### src/rtl/uart_pkg.sv
// uart_pkg: shared definitions for the UART blocks.
//  - PAR_* : parity mode codes carried on parity_i
//  - state_e : transmitter FSM state encoding
//  - parity_en() : whether a parity mode inserts a parity bit
package uart_pkg;

  localparam logic [1:0] PAR_NONE = 2'b00;
  localparam logic [1:0] PAR_ODD  = 2'b01;
  localparam logic [1:0] PAR_EVEN = 2'b10;
  localparam logic [1:0] PAR_RSVD = 2'b11;

  typedef enum logic [2:0] {
    ST_IDLE   = 3'd0,
    ST_START  = 3'd1,
    ST_DATA   = 3'd2,
    ST_PARITY = 3'd3,
    ST_STOP   = 3'd4
  } state_e;

  // The reserved code behaves like "no parity".
  function automatic logic parity_en(input logic [1:0] mode);
    logic en;
    case (mode)
      PAR_ODD, PAR_EVEN: en = 1'b1;
      PAR_NONE, PAR_RSVD: en = 1'b0;
      default:            en = 1'b0;
    endcase
    return en;
  endfunction

endpackage

### src/rtl/uart_sync_fifo.sv
// uart_sync_fifo: single-clock FIFO with show-ahead read data.
//  clk     in   clock
//  rst     in   synchronous active-high reset (flushes pointers)
//  push_i  in   write request; ignored while full (even if popping the same edge)
//  wdata_i in   DATA_W write data
//  pop_i   in   read request; ignored while empty
//  rdata_o out  DATA_W word at the head of the queue
//  full_o  out  DEPTH words held
//  empty_o out  no words held
//  level_o out  number of words held
module uart_sync_fifo #(
  parameter int DATA_W = 8,
  parameter int DEPTH  = 4
) (
  input  logic                     clk,
  input  logic                     rst,
  input  logic                     push_i,
  input  logic [DATA_W-1:0]        wdata_i,
  input  logic                     pop_i,
  output logic [DATA_W-1:0]        rdata_o,
  output logic                     full_o,
  output logic                     empty_o,
  output logic [$clog2(DEPTH):0]   level_o
);

  localparam int AW = $clog2(DEPTH);

  // Pointers carry one extra wrap bit to tell full from empty.
  logic [AW:0]       wptr_q, wptr_d;
  logic [AW:0]       rptr_q, rptr_d;
  logic [DATA_W-1:0] mem_q [DEPTH];
  logic [DATA_W-1:0] mem_d [DEPTH];
  logic              push_ok;
  logic              pop_ok;

  assign full_o  = (wptr_q[AW] != rptr_q[AW]) && (wptr_q[AW-1:0] == rptr_q[AW-1:0]);
  assign empty_o = (wptr_q == rptr_q);
  assign level_o = wptr_q - rptr_q;
  assign rdata_o = mem_q[rptr_q[AW-1:0]];

  assign push_ok = push_i && !full_o;
  assign pop_ok  = pop_i && !empty_o;

  always_comb begin
    wptr_d = wptr_q;
    rptr_d = rptr_q;
    mem_d  = mem_q;
    if (push_ok) begin
      wptr_d = wptr_q + (AW+1)'(1);
      mem_d[wptr_q[AW-1:0]] = wdata_i;
    end
    if (pop_ok) begin
      rptr_d = rptr_q + (AW+1)'(1);
    end
  end

  always_ff @(posedge clk) begin
    if (rst) begin
      wptr_q <= '0;
      rptr_q <= '0;
    end else begin
      wptr_q <= wptr_d;
      rptr_q <= rptr_d;
    end
  end

  // Storage is data only; a reset just flushes the pointers.
  always_ff @(posedge clk) begin
    mem_q <= mem_d;
  end

endmodule

### src/rtl/uart_tx_fifo.sv
// uart_tx_fifo: UART transmitter with an input FIFO, clocked at the bit rate.
//  baud_clk in   bit-rate clock
//  rst      in   synchronous active-high reset
//  data_i   in   DATA_W word to queue
//  valid_i  in   data_i valid; accepted when valid_i && ready_o
//  ready_o  out  FIFO not full
//  parity_i in   00 none, 01 odd, 10 even, 11 none
//  stop2_i  in   0 one stop bit, 1 two stop bits
//  tx_o     out  serial line, idle high, registered
//  busy_o   out  frame in progress
//  level_o  out  words queued (excludes the word being shifted)
module uart_tx_fifo
  import uart_pkg::*;
#(
  parameter int DATA_W = 8,
  parameter int DEPTH  = 4
) (
  input  logic                     baud_clk,
  input  logic                     rst,
  input  logic [DATA_W-1:0]        data_i,
  input  logic                     valid_i,
  output logic                     ready_o,
  input  logic [1:0]               parity_i,
  input  logic                     stop2_i,
  output logic                     tx_o,
  output logic                     busy_o,
  output logic [$clog2(DEPTH):0]   level_o
);

  localparam int CNT_W = $clog2(DATA_W);
  localparam logic [CNT_W-1:0] LAST_BIT = CNT_W'(DATA_W - 1);

  state_e            state_q, state_d;
  logic [DATA_W-1:0] shift_q, shift_d;
  logic [CNT_W-1:0]  cnt_q, cnt_d;
  logic              stop_cnt_q, stop_cnt_d;
  logic              par_en_q, par_en_d;
  logic              par_bit_q, par_bit_d;
  logic              stop2_q, stop2_d;
  logic              tx_q, tx_d;

  logic              fifo_full;
  logic              fifo_empty;
  logic              fifo_pop;
  logic [DATA_W-1:0] fifo_rdata;

  uart_sync_fifo #(
    .DATA_W (DATA_W),
    .DEPTH  (DEPTH)
  ) u_fifo (
    .clk     (baud_clk),
    .rst     (rst),
    .push_i  (valid_i),
    .wdata_i (data_i),
    .pop_i   (fifo_pop),
    .rdata_o (fifo_rdata),
    .full_o  (fifo_full),
    .empty_o (fifo_empty),
    .level_o (level_o)
  );

  assign ready_o = !fifo_full;
  assign busy_o  = (state_q != ST_IDLE);
  assign tx_o    = tx_q;

  // tx_d is the line level for the state being entered, so tx_o changes on
  // the same edge as the state register (start bit appears on the pop edge).
  always_comb begin
    state_d    = state_q;
    shift_d    = shift_q;
    cnt_d      = cnt_q;
    stop_cnt_d = stop_cnt_q;
    par_en_d   = par_en_q;
    par_bit_d  = par_bit_q;
    stop2_d    = stop2_q;
    tx_d       = 1'b1;
    fifo_pop   = 1'b0;

    case (state_q)
      ST_IDLE: begin
        if (!fifo_empty) begin
          fifo_pop  = 1'b1;
          shift_d   = fifo_rdata;
          par_en_d  = parity_en(parity_i);
          par_bit_d = (parity_i == PAR_ODD) ? ~^fifo_rdata : ^fifo_rdata;
          stop2_d   = stop2_i;
          state_d   = ST_START;
          tx_d      = 1'b0;
        end
      end

      ST_START: begin
        state_d = ST_DATA;
        cnt_d   = '0;
        tx_d    = shift_q[0];
      end

      ST_DATA: begin
        if (cnt_q == LAST_BIT) begin
          if (par_en_q) begin
            state_d = ST_PARITY;
            tx_d    = par_bit_q;
          end else begin
            state_d    = ST_STOP;
            stop_cnt_d = 1'b0;
            tx_d       = 1'b1;
          end
        end else begin
          cnt_d   = cnt_q + CNT_W'(1);
          shift_d = shift_q >> 1;
          tx_d    = shift_q[1];
        end
      end

      ST_PARITY: begin
        state_d    = ST_STOP;
        stop_cnt_d = 1'b0;
        tx_d       = 1'b1;
      end

      ST_STOP: begin
        if (stop_cnt_q == stop2_q) begin
          // Last stop bit: chain straight into the next frame when one is queued.
          if (!fifo_empty) begin
            fifo_pop  = 1'b1;
            shift_d   = fifo_rdata;
            par_en_d  = parity_en(parity_i);
            par_bit_d = (parity_i == PAR_ODD) ? ~^fifo_rdata : ^fifo_rdata;
            stop2_d   = stop2_i;
            state_d   = ST_START;
            tx_d      = 1'b0;
          end else begin
            state_d = ST_IDLE;
            tx_d    = 1'b1;
          end
        end else begin
          stop_cnt_d = 1'b1;
          tx_d       = 1'b1;
        end
      end

      default: begin
        state_d = ST_IDLE;
        tx_d    = 1'b1;
      end
    endcase
  end

  always_ff @(posedge baud_clk) begin
    if (rst) begin
      state_q    <= ST_IDLE;
      cnt_q      <= '0;
      stop_cnt_q <= 1'b0;
      par_en_q   <= 1'b0;
      stop2_q    <= 1'b0;
      tx_q       <= 1'b1;
    end else begin
      state_q    <= state_d;
      cnt_q      <= cnt_d;
      stop_cnt_q <= stop_cnt_d;
      par_en_q   <= par_en_d;
      stop2_q    <= stop2_d;
      tx_q       <= tx_d;
    end
  end

  always_ff @(posedge baud_clk) begin
    shift_q   <= shift_d;
    par_bit_q <= par_bit_d;
  end

endmodule

### config.mk
export PLATFORM = sky130hd
export DESIGN_NAME = uart_tx_fifo
export DESIGN_NICKNAME = d
export VERILOG_FILES = /design/src/rtl/uart_pkg.sv /design/src/rtl/uart_sync_fifo.sv /design/src/rtl/uart_tx_fifo.sv
export SDC_FILE = /design/constraint.sdc
export NUM_CORES = 1
export LEC_CHECK = 0
export ABC_AREA = 1
export ABC_CLOCK_PERIOD_IN_PS = 4700
export CAP_MARGIN = 20
export CELL_PAD_IN_SITES_DETAIL_PLACEMENT = 0
export CELL_PAD_IN_SITES_GLOBAL_PLACEMENT = 1
export CORE_MARGIN = 10
export CORE_UTILIZATION = 35
export CTS_CLUSTER_DIAMETER = 40
export DETAILED_ROUTE_END_ITERATION = 16
export DONT_BUFFER_PORTS = 1
export PLACE_DENSITY = 0.59
export SLEW_MARGIN = 40
export SYNTH_ARGS = -nofsm -noshare
export SYNTH_HDL_FRONTEND = slang
export SYNTH_SLANG_ARGS = --single-unit
### constraint.sdc
create_clock -name baud_clk -period 4.7 [get_ports baud_clk]
set_clock_uncertainty 0.1 [all_clocks]
set_input_delay 0.47 -clock baud_clk [delete_from_list [all_inputs] [get_ports baud_clk]]
set_output_delay 0.47 -clock baud_clk [all_outputs]
set_load 0.1 [all_outputs]
# Word level (Yosys, flattened, before mapping)
# Cells that the tools add are included.
# word_totals
ff_bits	57
inputBits	14
# op_classes
n_addsub	4
order_cmp	3
eq_ne	18
muxes	41
bitwise_logic	2
reduce_logical	22
# op_table
op	count
two-way mux 8 bit	6
bitwise mux 32 bit	1
one-hot mux 8 bit (3 select lines)	1
two-way mux 1 bit	17
binary-select mux 8 bit (select 2 bit)	1
demux 8 bit (select 2 bit)	1
two-way mux 3 bit	5
one-hot mux 3 bit (5 select lines)	1
!= test 2 bit (second input constant)	6
one-hot mux 1 bit (2 select lines)	5
adder 3 x 1 -> 3 bit (second input constant)	3
nonzero test 3 bit	3
XNOR reduction 8 bit	1
parity 8 bit	1
equality test 3 x 2 -> 1 bit (second input constant)	2
equality test 3 bit (second input constant)	2
greater-or-equal comparator 3 bit (second input constant)	2
NOT 2 -> 3 bit	2
one-hot mux 3 bit (2 select lines)	1
AND reduction 3 bit	2
equality test 2 bit (second input constant)	2
logical AND 1 bit	4
one-hot mux 1 bit (4 select lines)	1
AND reduction 2 bit	2
other kinds (15)	18

# Longest topological paths before layout
# Gate-level depths: netlist (run 1).
# logic_depth
ltp_word	9
depth_mapped	14
mapped_depth_nobuf	13

# Cells and area by module
# Synthesis (run 1) repeated with hierarchy kept, for this count alone.
# unflattened
cells_unflattened	310
area_unflattened_um2	2841.5
# by_module_without_submodules
module	n_inst	cells_each	area_per_inst_um2
uart_sync_fifo	1	147	1675.4
uart_tx_fifo	1	163	1166.1

# Least setup slack after synthesis (run 1)
# OpenSTA, ideal clock, no wires.
# synth_path
path_type	register -> register
start	register u_fifo.rptr_q[1]
end	register u_fifo.mem_q[0] in the netlist's numbering, enable pin
setup_ns	0.375
t_arrival_ns	2.538
slack_ns	1.687
path_stages_with_launch	10
period_less_slack_ns	3.013
path_cell_list	dfxtp_1 -> buf_4 -> inv_4 -> buf_6 -> ha_1 -> nand2_1 -> inv_1 -> nand2_1 -> nand2_1 -> nor2_1
# synth_between
elab_chain_cells	4
# synth_lines
item	line_no	rtl
start: declaration	uart_sync_fifo.sv:30	logic [AW:0] rptr_q, rptr_d;
start signal: assignment	uart_sync_fifo.sv:63	rptr_q <= rptr_d;
equality test 2 bit	uart_sync_fifo.sv:36	assign full_o = (wptr_q[AW] != rptr_q[AW]) && (wptr_q[AW-1:0] == rptr_q[AW-1:0]);
logical AND 1 bit	uart_sync_fifo.sv:36	
zero test 1 bit	--	
named net ready_o	uart_tx_fifo.sv:22	output logic ready_o,
logical AND 1 bit	uart_sync_fifo.sv:41	assign push_ok = push_i && !full_o;
end signal: assignment	uart_sync_fifo.sv:69	mem_q <= mem_d;
end: declaration	uart_sync_fifo.sv:31	logic [DATA_W-1:0] mem_q [DEPTH];
# The timed path passes the listed nets, and every way through them passes these cells.
# A chain may end at the register's enable or synchronous reset.

# Worst setup path after layout (run 1)
# layout_path
start	register u_fifo.rptr_q[1]
end	register u_fifo.mem_q[5] in the netlist's numbering, enable pin
# layout_between
elab_chain_cells	4
# layout_lines
item	line_no
equality test 2 bit	uart_sync_fifo.sv:36
logical AND 1 bit	uart_sync_fifo.sv:36
zero test 1 bit	uart_sync_fifo.sv:41
logical AND 1 bit	uart_sync_fifo.sv:41
# No other way between the ends.

==> results.md, run 1 <==
- Share of the synthesized area in the top cell type: 42.7%
- Top cells by count, synth: 123 x nand2_1, 41 x edfxtp_1, 25 x inv_1
- Row Count: 33
- Vias in the first global route: 2001
- H-tree depth: 3
- Max stage delay on crit path: 0.75 ns
- Met2 wire length: 2740 um
- Kind of critical path: flip-flop to flip-flop
- Dominant cells by area after synthesis: edfxtp_1 43%, nand2_1 16%, dfxtp_1 11%
- Highest metal layer with signal wires: met4
- Clock tree sinks: 57
- Clock root buffer master: clkbuf_8
- Syn Inst Count: 325
- Largest net degree at the start of global routing: 22
- Required time of the critical path: 4.56 ns
- Nets@finish: 355
- Placer's final routability congestion estimate: 0.790
- DR iter-0 viols: 107
- Syn_nets: 350
- Hold Vio Cnt, Final: 0
- CP cell instances: inv_4 -> ha_1 -> nand2_1 -> inv_1 -> nand2_1 -> buf_4 -> nand2_1 -> nor2_1
- RSZ-0062 raised after global routing: no
- Via count: 1999
- Worst Max-Slew Pin Slew: 0.827 ns
- Max IR drop VDD: 0.193 mV
- Outcome: finished clean
- Drt total wl: 6030 um
- CP arrival: 2.94 ns
- Worst path slowest cell: dfxtp_1
- Core area: 0.00809 mm^2
- IO Pins: 20
- Ys async rst share: 0%
- P_leak: 1.39 nW
- CP max FO: 18
- Post-CTS setup buffers: 0
- Die H: 111 um
- Yosys top cell by area: edfxtp_1
- Post-CTS resize count: 0
- Yosys reg bits: 57
- TritonCTS clock tree: yes
- DR pass1 iterations: 4
- Hold bufs inserted after CTS: 0
- Most common cell in the netlist: nand2_1
- Maximum clock path buffer count: 2
- Gr ovfl total: 0
- Die width: 111 um
- Top FF cell, synth: edfxtp_1
- P&R area growth vs syn: 9.99%
- Final Max Slew Viols: 0
- # port buffers: 0
- Power Density: 675 mW/mm^2
- Final Util: 39.1%
- Worst R2R Setup Slack: 1.63 ns
- Residual DRC: 0
- Clock transition at path regs: 0.07 ns
- TritonCTS Buffers: 9
- Syn Std Cell Area: 0.00288 mm^2
- Fin crit share: 65.3%
- Vias per std cell: 4.54
- FMAX: 326 MHz
- Seq/Total Area, Yosys: 53.9%
- DP Worst Slack: 1.60 ns
- Syn avg cell area: 8.86 um^2
- Antenna viol nets, final: 0
- Layout cell share with drive strength beyond 1: 13.1%
- Tmin final: 3.07 ns
- Metal3 WL: 428 um
- Most frequent CP cell: nand2_1
- Synth warn: 0
- Number of distinct library cells after synthesis: 32
- Clk_lat worst skew: 0.34 ns
- Maxcap violations: 0
- Global Route Usage Sum: 10.1%
- Initial antenna violation count: 0
- Wire per inst: 13.7 um
- Min-Delay Path Class: primary input to flip-flop
- Wl on met1: 2740 um
- Die area: 0.0123 mm^2
- Starting Density: 35.6%
- CP endpoint kind: flip-flop
- Max-slew headroom: 44.8%
- Global-route wire length before repair: 9950 um
- Detail Placement HPWL: 4740 um
- Startpoint types: flip-flop
- Final setup violation count: 0
- Setup TNS: 0 ns
- EDFF count, synth: 41
- N_diodes: 0
- Setup ws final: 1.63 ns
-- final cells by class --
| class | count | area, um^2 |
|---|---|---|
| multi-input cells | 227 | 1140 |
| fillers | 828 | 4920 |
| clock inverters | 7 | 78.8 |
| flip-flops and latches | 57 | 1550 |
| repair buffers | 2 | 15.0 |
| well taps | 105 | 131 |
| inverters | 33 | 126 |
| clock buffers | 9 | 124 |
-- power by group --
part           total (mW)  switching, mW  leakage (nW)  internal (mW)
logic               0.907          0.676         0.769          0.231
registers           0.768         0.0909         0.515          0.678
clock network       0.464          0.214         0.104          0.250
-- worst paths after layout --
check               endpoint             start  cells after the start
min reg2reg       stop_cnt_q        stop_cnt_q                      2
max          u_fifo.mem_q[5]  u_fifo.rptr_q[1]                      8
max reg2reg  u_fifo.mem_q[5]  u_fifo.rptr_q[1]                      8
min               state_q[2]               rst                      1
-- stage by stage --
stage	total power, mW	area [um^2]	cells	hold slack [ns]
after floorplan	1.55	2880	325	0.343
after global placement	1.69	2950	424	0.366
after detailed placement	1.70	2970	424	0.366
after CTS	2.17	3170	440	0.0732
after global routing	2.31	3170	440	0.0697
final	2.14	3170	440	0.0935
-- flip-flops by register name, indices dropped and copies added, names as in the netlist --
register / flops
par_bit_q: 1
shift_q: 8
stop_cnt_q: 1
u_fifo.mem_q: 32
u_fifo.wptr_q: 3
state_q: 3
cnt_q: 3
par_en_q: 1
tx_o: 1
stop2_q: 1
u_fifo.rptr_q: 3
-- routing by layer --
metal  vias to the layer above  track usage [%]
met1                       871             11.8
met3                        10             4.38
li1                       1072                -
met2                        46             15.7
met5                         -                0
met4                         0             4.34
-- logic make-up after synthesis --
| logic type | synth area share (%) |
|---|---|
| and+or+nand+nor | 25.2 |
| adders and majority gates | 5.04 |
| DFF | 53.9 |
| buffers and inverters | 7.30 |
| AOI/OAI and AO/OA | 7.99 |
| xor gates and xnor gates | 0.608 |
-- placed cells by master, fill, tap and decap left out --
| master | synthesis | final |
|---|---|---|
| a21oi_1 | 14 | 14 |
| a311oi_1 | 1 | 1 |
| nand2_1 | 123 | 122 |
| inv_1 | 25 | 25 |
| o21ai_0 | 20 | 20 |
| inv_2 | 7 | 7 |
| nand2_4 | 1 | 1 |
| nand2_2 | 8 | 9 |
| dfxtp_2 | 0 | 1 |
| nor2_2 | 2 | 2 |
| nand3_2 | 1 | 1 |
| o2111ai_1 | 1 | 1 |
| ha_1 | 10 | 10 |
| dfxtp_1 | 16 | 15 |
| buf_4 | 1 | 2 |
| xor2_4 | 0 | 1 |
| nor3_2 | 1 | 1 |
| o211a_1 | 1 | 1 |
| fa_1 | 1 | 1 |
| nand3_1 | 19 | 19 |
| nor2_1 | 17 | 17 |
| nor2_4 | 1 | 1 |
| xor2_1 | 2 | 1 |
| a211oi_1 | 1 | 1 |
| clkinv_2 | 0 | 1 |
| edfxtp_1 | 41 | 41 |
| inv_4 | 1 | 1 |
| a211oi_2 | 1 | 1 |
| o211ai_1 | 1 | 1 |
| bufinv_16 | 0 | 1 |
| inv_6 | 0 | 2 |
| clkinv_4 | 0 | 3 |
| o21ai_1 | 1 | 1 |
| clkbuf_8 | 1 | 9 |
-- critical path, delay by kind of cell (launching register included) --
kind | cells | cell delay [ns]
adders and majority gates | 1 | 0.34
buffers and inverters | 3 | 0.53
DFF | 1 | 0.75
and+or+nand+nor | 4 | 0.97
Note: power is estimated with default switching activity, not from simulation.
==> inputs of run 2 (changes only) <==
--- a/config.mk
+++ b/config.mk
@@ -6,7 +6,7 @@
 export NUM_CORES = 1
 export LEC_CHECK = 0
 export ABC_AREA = 1
-export ABC_CLOCK_PERIOD_IN_PS = 4700
+export ABC_CLOCK_PERIOD_IN_PS = 2700
 export CAP_MARGIN = 20
 export CELL_PAD_IN_SITES_DETAIL_PLACEMENT = 0
 export CELL_PAD_IN_SITES_GLOBAL_PLACEMENT = 1
@@ -15,7 +15,7 @@
 export CTS_CLUSTER_DIAMETER = 40
 export DETAILED_ROUTE_END_ITERATION = 16
 export DONT_BUFFER_PORTS = 1
-export PLACE_DENSITY = 0.59
+export PLACE_DENSITY = 0.61
 export SLEW_MARGIN = 40
 export SYNTH_ARGS = -nofsm -noshare
 export SYNTH_HDL_FRONTEND = slang
==> constraint.sdc (replaced) <==
create_clock -name baud_clk -period 2.7 [get_ports baud_clk]
set_clock_uncertainty 0.1 [all_clocks]
set_input_delay 0.27 -clock baud_clk [delete_from_list [all_inputs] [get_ports baud_clk]]
set_output_delay 0.27 -clock baud_clk [all_outputs]
set_load 0.1 [all_outputs]
==> run 2 against run 1 <==
Global-route usage is 0.14 points higher. Worst hold slack got worse by 0.023 ns. Non-clock buffer count rose by 21. Combinational power grew 89%. Routed wire length up 0.27%. Sequential cell count is the same. Sequential share of layout area decreased by 2.2 points. Sequential power increased by 72%. First-iteration DRC count rose by 1.9%. Highest routed layer unchanged. Critical path depth down 3.
==> results.md, run 2 (synthesis gave the netlist of run 1 again) <==
- Setup TNS: 0 ns
- Die H: 111 um
- Post-CTS resize count: 0
- Antenna viol nets, final: 0
- CP endpoint kind: output pin
- Drt total wl: 6050 um
- TritonCTS clock tree: yes
- Global Route Usage Sum: 10.2%
- N_diodes: 0
- Vias in the first global route: 2113
- H-tree depth: 3
- Largest net degree at the start of global routing: 18
- Final Max Slew Viols: 0
- Worst path slowest cell: fa_1
- Clock transition at path regs: 0.07 ns
- IO Pins: 20
- # port buffers: 0
- Core area: 0.00809 mm^2
- Die width: 111 um
- Row Count: 33
- Residual DRC: 0
- TritonCTS Buffers: 9
- Fin crit share: 83.5%
- Required time of the critical path: 2.33 ns
- Min-Delay Path Class: primary input to flip-flop
- Hold Vio Cnt, Final: 0
- Detail Placement HPWL: 4450 um
- Max FFs per register: 32
- Nets@finish: 376
- Outcome: finished clean
- Vias per std cell: 4.49
- Max IR drop VDD: 0.373 mV
- P&R area growth vs syn: 15.1%
- CP cell instances: inv_1 -> ha_1 -> fa_1 -> xor2_2 -> buf_4
- Number of buffers and inverters on the critical path: 2
- Die area: 0.0123 mm^2
- Biggest regs: u_fifo.mem_q x32, shift_q x8
- Clock root buffer master: clkbuf_8
- Layout cell share with drive strength beyond 1: 14.0%
- Most common cell after layout, fill and taps aside: nand2_1
- Placer's final routability congestion estimate: 0.758
- Wire per inst: 13.1 um
- DR iter-0 viols: 109
- Clk_lat worst skew: 0.33 ns
- Worst Max-Slew Pin Slew: 0.503 ns
- Clock tree sinks: 57
- Largest register by flop count: u_fifo.mem_q
- CP arrival: 1.88 ns
- Placed cell areas: 0.00304 mm^2
- Global-route wire length before repair: 10300 um
- Maximum clock path buffer count: 2
- Power Density: 1140 mW/mm^2
- Kind of critical path: flip-flop to output pin
- Starting Density: 35.6%
- Top Family by Delay on Critical Path: adder cells
- Tmin final: 2.25 ns
- Final setup violation count: 0
- P_leak: 1.47 nW
- Max-slew headroom: 66.5%
- Startpoint types: flip-flop
- Max stage delay on crit path: 0.41 ns
- Finished Cell Area: 0.00331 mm^2
- RSZ-0062 raised after global routing: no
- DR pass1 iterations: 4
- Gr ovfl total: 0
- Initial antenna violation count: 0
- FMAX: 444 MHz
- CP max FO: 5
- Maxcap violations: 0
- Via count: 2072
- Most frequent cells in the layout: 122 x nand2_1, 41 x edfxtp_1, 25 x inv_1
## run 2: worst register-to-register path, cell delays in order, from the launching register on
cell and delay, ns:
dfxtp_1 0.36, inv_1 0.12, ha_1 0.32, nand2_1 0.08
inv_1 0.05, nand3_1 0.19, nand2_1 0.17, nor2_4 0.25
nand2_1 0.10, o21ai_0 0.15, a21oi_1 0.05
## run 2: through the flow
step | hold slack (ns) | instances | setup WS, ns | utilization, % | power, mW
global route | 0.0731 | 461 | 0.316 | 41.0 | 4.10
floorplan | 0.242 | 325 | 0.0282 | - | 2.70
finish | 0.0707 | 461 | 0.446 | 41.0 | 3.77
global placement | 0.247 | 435 | 0.655 | 37.5 | 3.05
CTS | 0.0619 | 461 | 0.409 | 41.0 | 3.82
detailed placement | 0.251 | 435 | 0.664 | 37.5 | 3.05
## run 2: final timing paths
kind,from,to,slack (ns),cells past startpoint
setup / recovery,u_fifo.wptr_q[0],level_o[2],0.45,5
hold / removal,parity_i[0],par_en_q,0.07,2
setup reg to reg,u_fifo.wptr_q[0],u_fifo.rptr_q[2],0.66,10
hold reg to reg,u_fifo.wptr_q[2],u_fifo.wptr_q[2],0.38,1
## run 2: where the power goes
part | switching [mW] | leakage [nW] | internal [mW]
sequential | 0.139 | 0.515 | 1.18
combinational | 1.21 | 0.867 | 0.492
clock | 0.332 | 0.0898 | 0.416
## run 2: cell type report
class                   count  area (um^2)
clock buffers              11          131
clock inverters             5         46.3
fillers                   836         4780
inverters                  33          126
multi-input cells         227         1130
flip-flops and latches     57         1550
well taps                 105          131
repair buffers             23          198
## run 2: routing by layer
metal  vias to the layer above  GRT usage, %  share of wire [%]
li1                       1115             -                  -
met1                       922          12.8                 50
met2                        24          15.8                 45
met3                        11          2.76                3.2
met4                         0          5.30                2.0
met5                         -             0                  0
## run 2: repair_timing
action,in CTS,in global routing
hold buffers,10,0
buffers inserted,0,0
endpoints found under the hold margin,36,0
==> inputs of run 3 (changes only) <==
--- a/config.mk
+++ b/config.mk
@@ -6,7 +6,7 @@
 export NUM_CORES = 1
 export LEC_CHECK = 0
 export ABC_AREA = 1
-export ABC_CLOCK_PERIOD_IN_PS = 2700
+export ABC_CLOCK_PERIOD_IN_PS = 2100
 export CAP_MARGIN = 20
 export CELL_PAD_IN_SITES_DETAIL_PLACEMENT = 0
 export CELL_PAD_IN_SITES_GLOBAL_PLACEMENT = 1
@@ -15,7 +15,7 @@
 export CTS_CLUSTER_DIAMETER = 40
 export DETAILED_ROUTE_END_ITERATION = 16
 export DONT_BUFFER_PORTS = 1
-export PLACE_DENSITY = 0.61
+export PLACE_DENSITY = 0.59
 export SLEW_MARGIN = 40
 export SYNTH_ARGS = -nofsm -noshare
 export SYNTH_HDL_FRONTEND = slang
==> constraint.sdc (replaced) <==
create_clock -name baud_clk -period 2.1 [get_ports baud_clk]
set_clock_uncertainty 0.1 [all_clocks]
set_input_delay 0.21 -clock baud_clk [delete_from_list [all_inputs] [get_ports baud_clk]]
set_output_delay 0.21 -clock baud_clk [all_outputs]
set_load 0.1 [all_outputs]
==> run 3 against run 2 <==
Worst hold slack lost 0.040 ns. Highest routed layer unchanged. Critical path type unchanged. Sequential power up 23%. Die area stayed put. Via count is 2.0% higher. Combinational power grew 48%. Register-to-register slack lost 0.47 ns. First-iteration DRC count down 17%. Sequential cell count did not move. Non-clock buffer count up 1. Critical path depth is the same.
==> results.md, run 3 (synthesis gave the netlist of run 1 again) <==
- Filler Cell Count: 837
- CP arrival: 1.73 ns
- Power Density: 1490 mW/mm^2
- Clock root buffer master: clkbuf_8
- Final setup violation count: 0
- Worst R2R Setup Slack: 0.19 ns
- Outcome: finished clean
- RSZ-0062 raised after global routing: no
- Clock tree sinks: 57
- Starting Density: 35.6%
- Max-slew headroom: 74.6%
- Nets@finish: 377
- P_leak: 1.50 nW
- Die width: 111 um
- DR iter-0 viols: 91
- Placed cell areas: 0.00314 mm^2
- CP max FO: 5
- Max IR drop VDD: 0.446 mV
- Clk_lat worst skew: 0.34 ns
- P&R area growth vs syn: 21.2%
- Die area: 0.0123 mm^2
- Maximum clock path buffer count: 2
- Finished Cell Area: 0.00349 mm^2
- Via count: 2113
- N_diodes: 0
- Startpoint types: flip-flop
- H-tree depth: 3
- Worst Max-Slew Pin Slew: 0.381 ns
- Gr ovfl total: 0
- Required time of the critical path: 1.79 ns
- Die H: 111 um
- TritonCTS Buffers: 9
- Sequential cell area: 0.00155 mm^2
- Hold Vio Cnt, Final: 0
- Final Max Slew Viols: 0
- Layout cell share with drive strength beyond 1: 18.5%
- Core area: 0.00809 mm^2
- Max FFs per register: 32
- TritonCTS clock tree: yes
- Largest register by flop count: u_fifo.mem_q
- Setup TNS: 0 ns
- Most common cell after layout, fill and taps aside: nand2_1
- Tmin final: 2.04 ns
- Drt total wl: 6210 um
- Fin crit share: 97.0%
- Detail Placement HPWL: 4440 um
- Maxcap violations: 0
- Wire per inst: 13.4 um
- Clock transition at path regs: 0.07 ns
- Min-Delay Path Class: primary input to flip-flop
- CP endpoint kind: output pin
- Kind of critical path: flip-flop to output pin
- Global Route Usage Sum: 10.6%
- Largest net degree at the start of global routing: 22
- Residual DRC: 0
- Initial antenna violation count: 0
- Global-route wire length before repair: 10500 um
- DR pass1 iterations: 4
- Most frequent cells in the layout: 119 x nand2_1, 41 x edfxtp_1, 24 x inv_1
- Total power: 5.20 mW
- Row Count: 33
- Vias per std cell: 4.57
- IO Pins: 20
- Footprint of the multi-input gates: 0.00121 mm^2
- FMAX: 491 MHz
- Vias in the first global route: 2123
- Antenna viol nets, final: 0
- # port buffers: 0
- Biggest regs: u_fifo.mem_q x32, shift_q x8
- Placer's final routability congestion estimate: 0.776
## run 3: cell types whose count changed in the layout (fill, tap and decap cells not counted), sizes merged
cell         previous run  this run
clkinv                  4         2
dlygate4sd3            10        11
clkinvlp                0         3
inv                    33        34
clkbuf                 11         9
## run 3: stage by stage
step | setup WS [ns] | hold slack (ns) | utilization, % | std cells
2_1_floorplan | 0.00130 | 0.182 | - | 325
3_3_place_gp | 0.158 | 0.185 | 38.9 | 433
3_5_place_dp | 0.0765 | 0.186 | 38.9 | 433
4_1_cts | 0.0258 | 0.0164 | 42.8 | 460
5_1_grt | 0.00437 | 0.0291 | 43.1 | 462
6_report | 0.0640 | 0.0309 | 43.1 | 462
## run 3: routing by layer
metal | wire (um) | global-route usage (%) | vias up
li1 | - | - | 1120
met1 | 2980 | 12.9 | 945
met2 | 2830 | 16.6 | 35
met3 | 247 | 2.92 | 13
met4 | 152 | 5.56 | 0
met5 | 0 | 0 | -
## run 3: worst paths after layout
path,start,end,cells after the start
worst min register to register,shift_q[0],tx_o,2
worst min-delay path,valid_i,u_fifo.wptr_q[0],2
worst max register to register,u_fifo.wptr_q[0],shift_q[1],8
worst max-delay path,u_fifo.wptr_q[0],level_o[2],5
## run 3: repair_timing
item,in CTS,in global routing
resized for setup,3,6
hold buffers,11,0
buffers inserted,0,2
endpoints found under the hold margin,38,0
endpoints found under the setup margin,1,4
pin swaps,2,2
## run 3: area by class of cell
type / instances / share of cell area (%)
sequential: 57 / 44.5
multi-input combinational: 227 / 34.7
timing repair buffer: 24 / 7.49
tap: 105 / 3.76
inverter: 33 / 3.69
clock buffer: 9 / 3.55
clock inverter: 7 / 2.26
## run 3: worst max-delay path: stages (launching register included)
cell and delay [ns]:
dfxtp_2 0.35, inv_2 0.06, ha_2 0.19, fa_2 0.43, xor2_4 0.17, buf_12 0.19
## run 3: report_power, final
group,total [mW],internal [mW],switching [mW]
combinational,2.53,0.801,1.73
sequential,1.62,1.51,0.113
clock,1.05,0.555,0.495
total,5.20,2.87,2.33
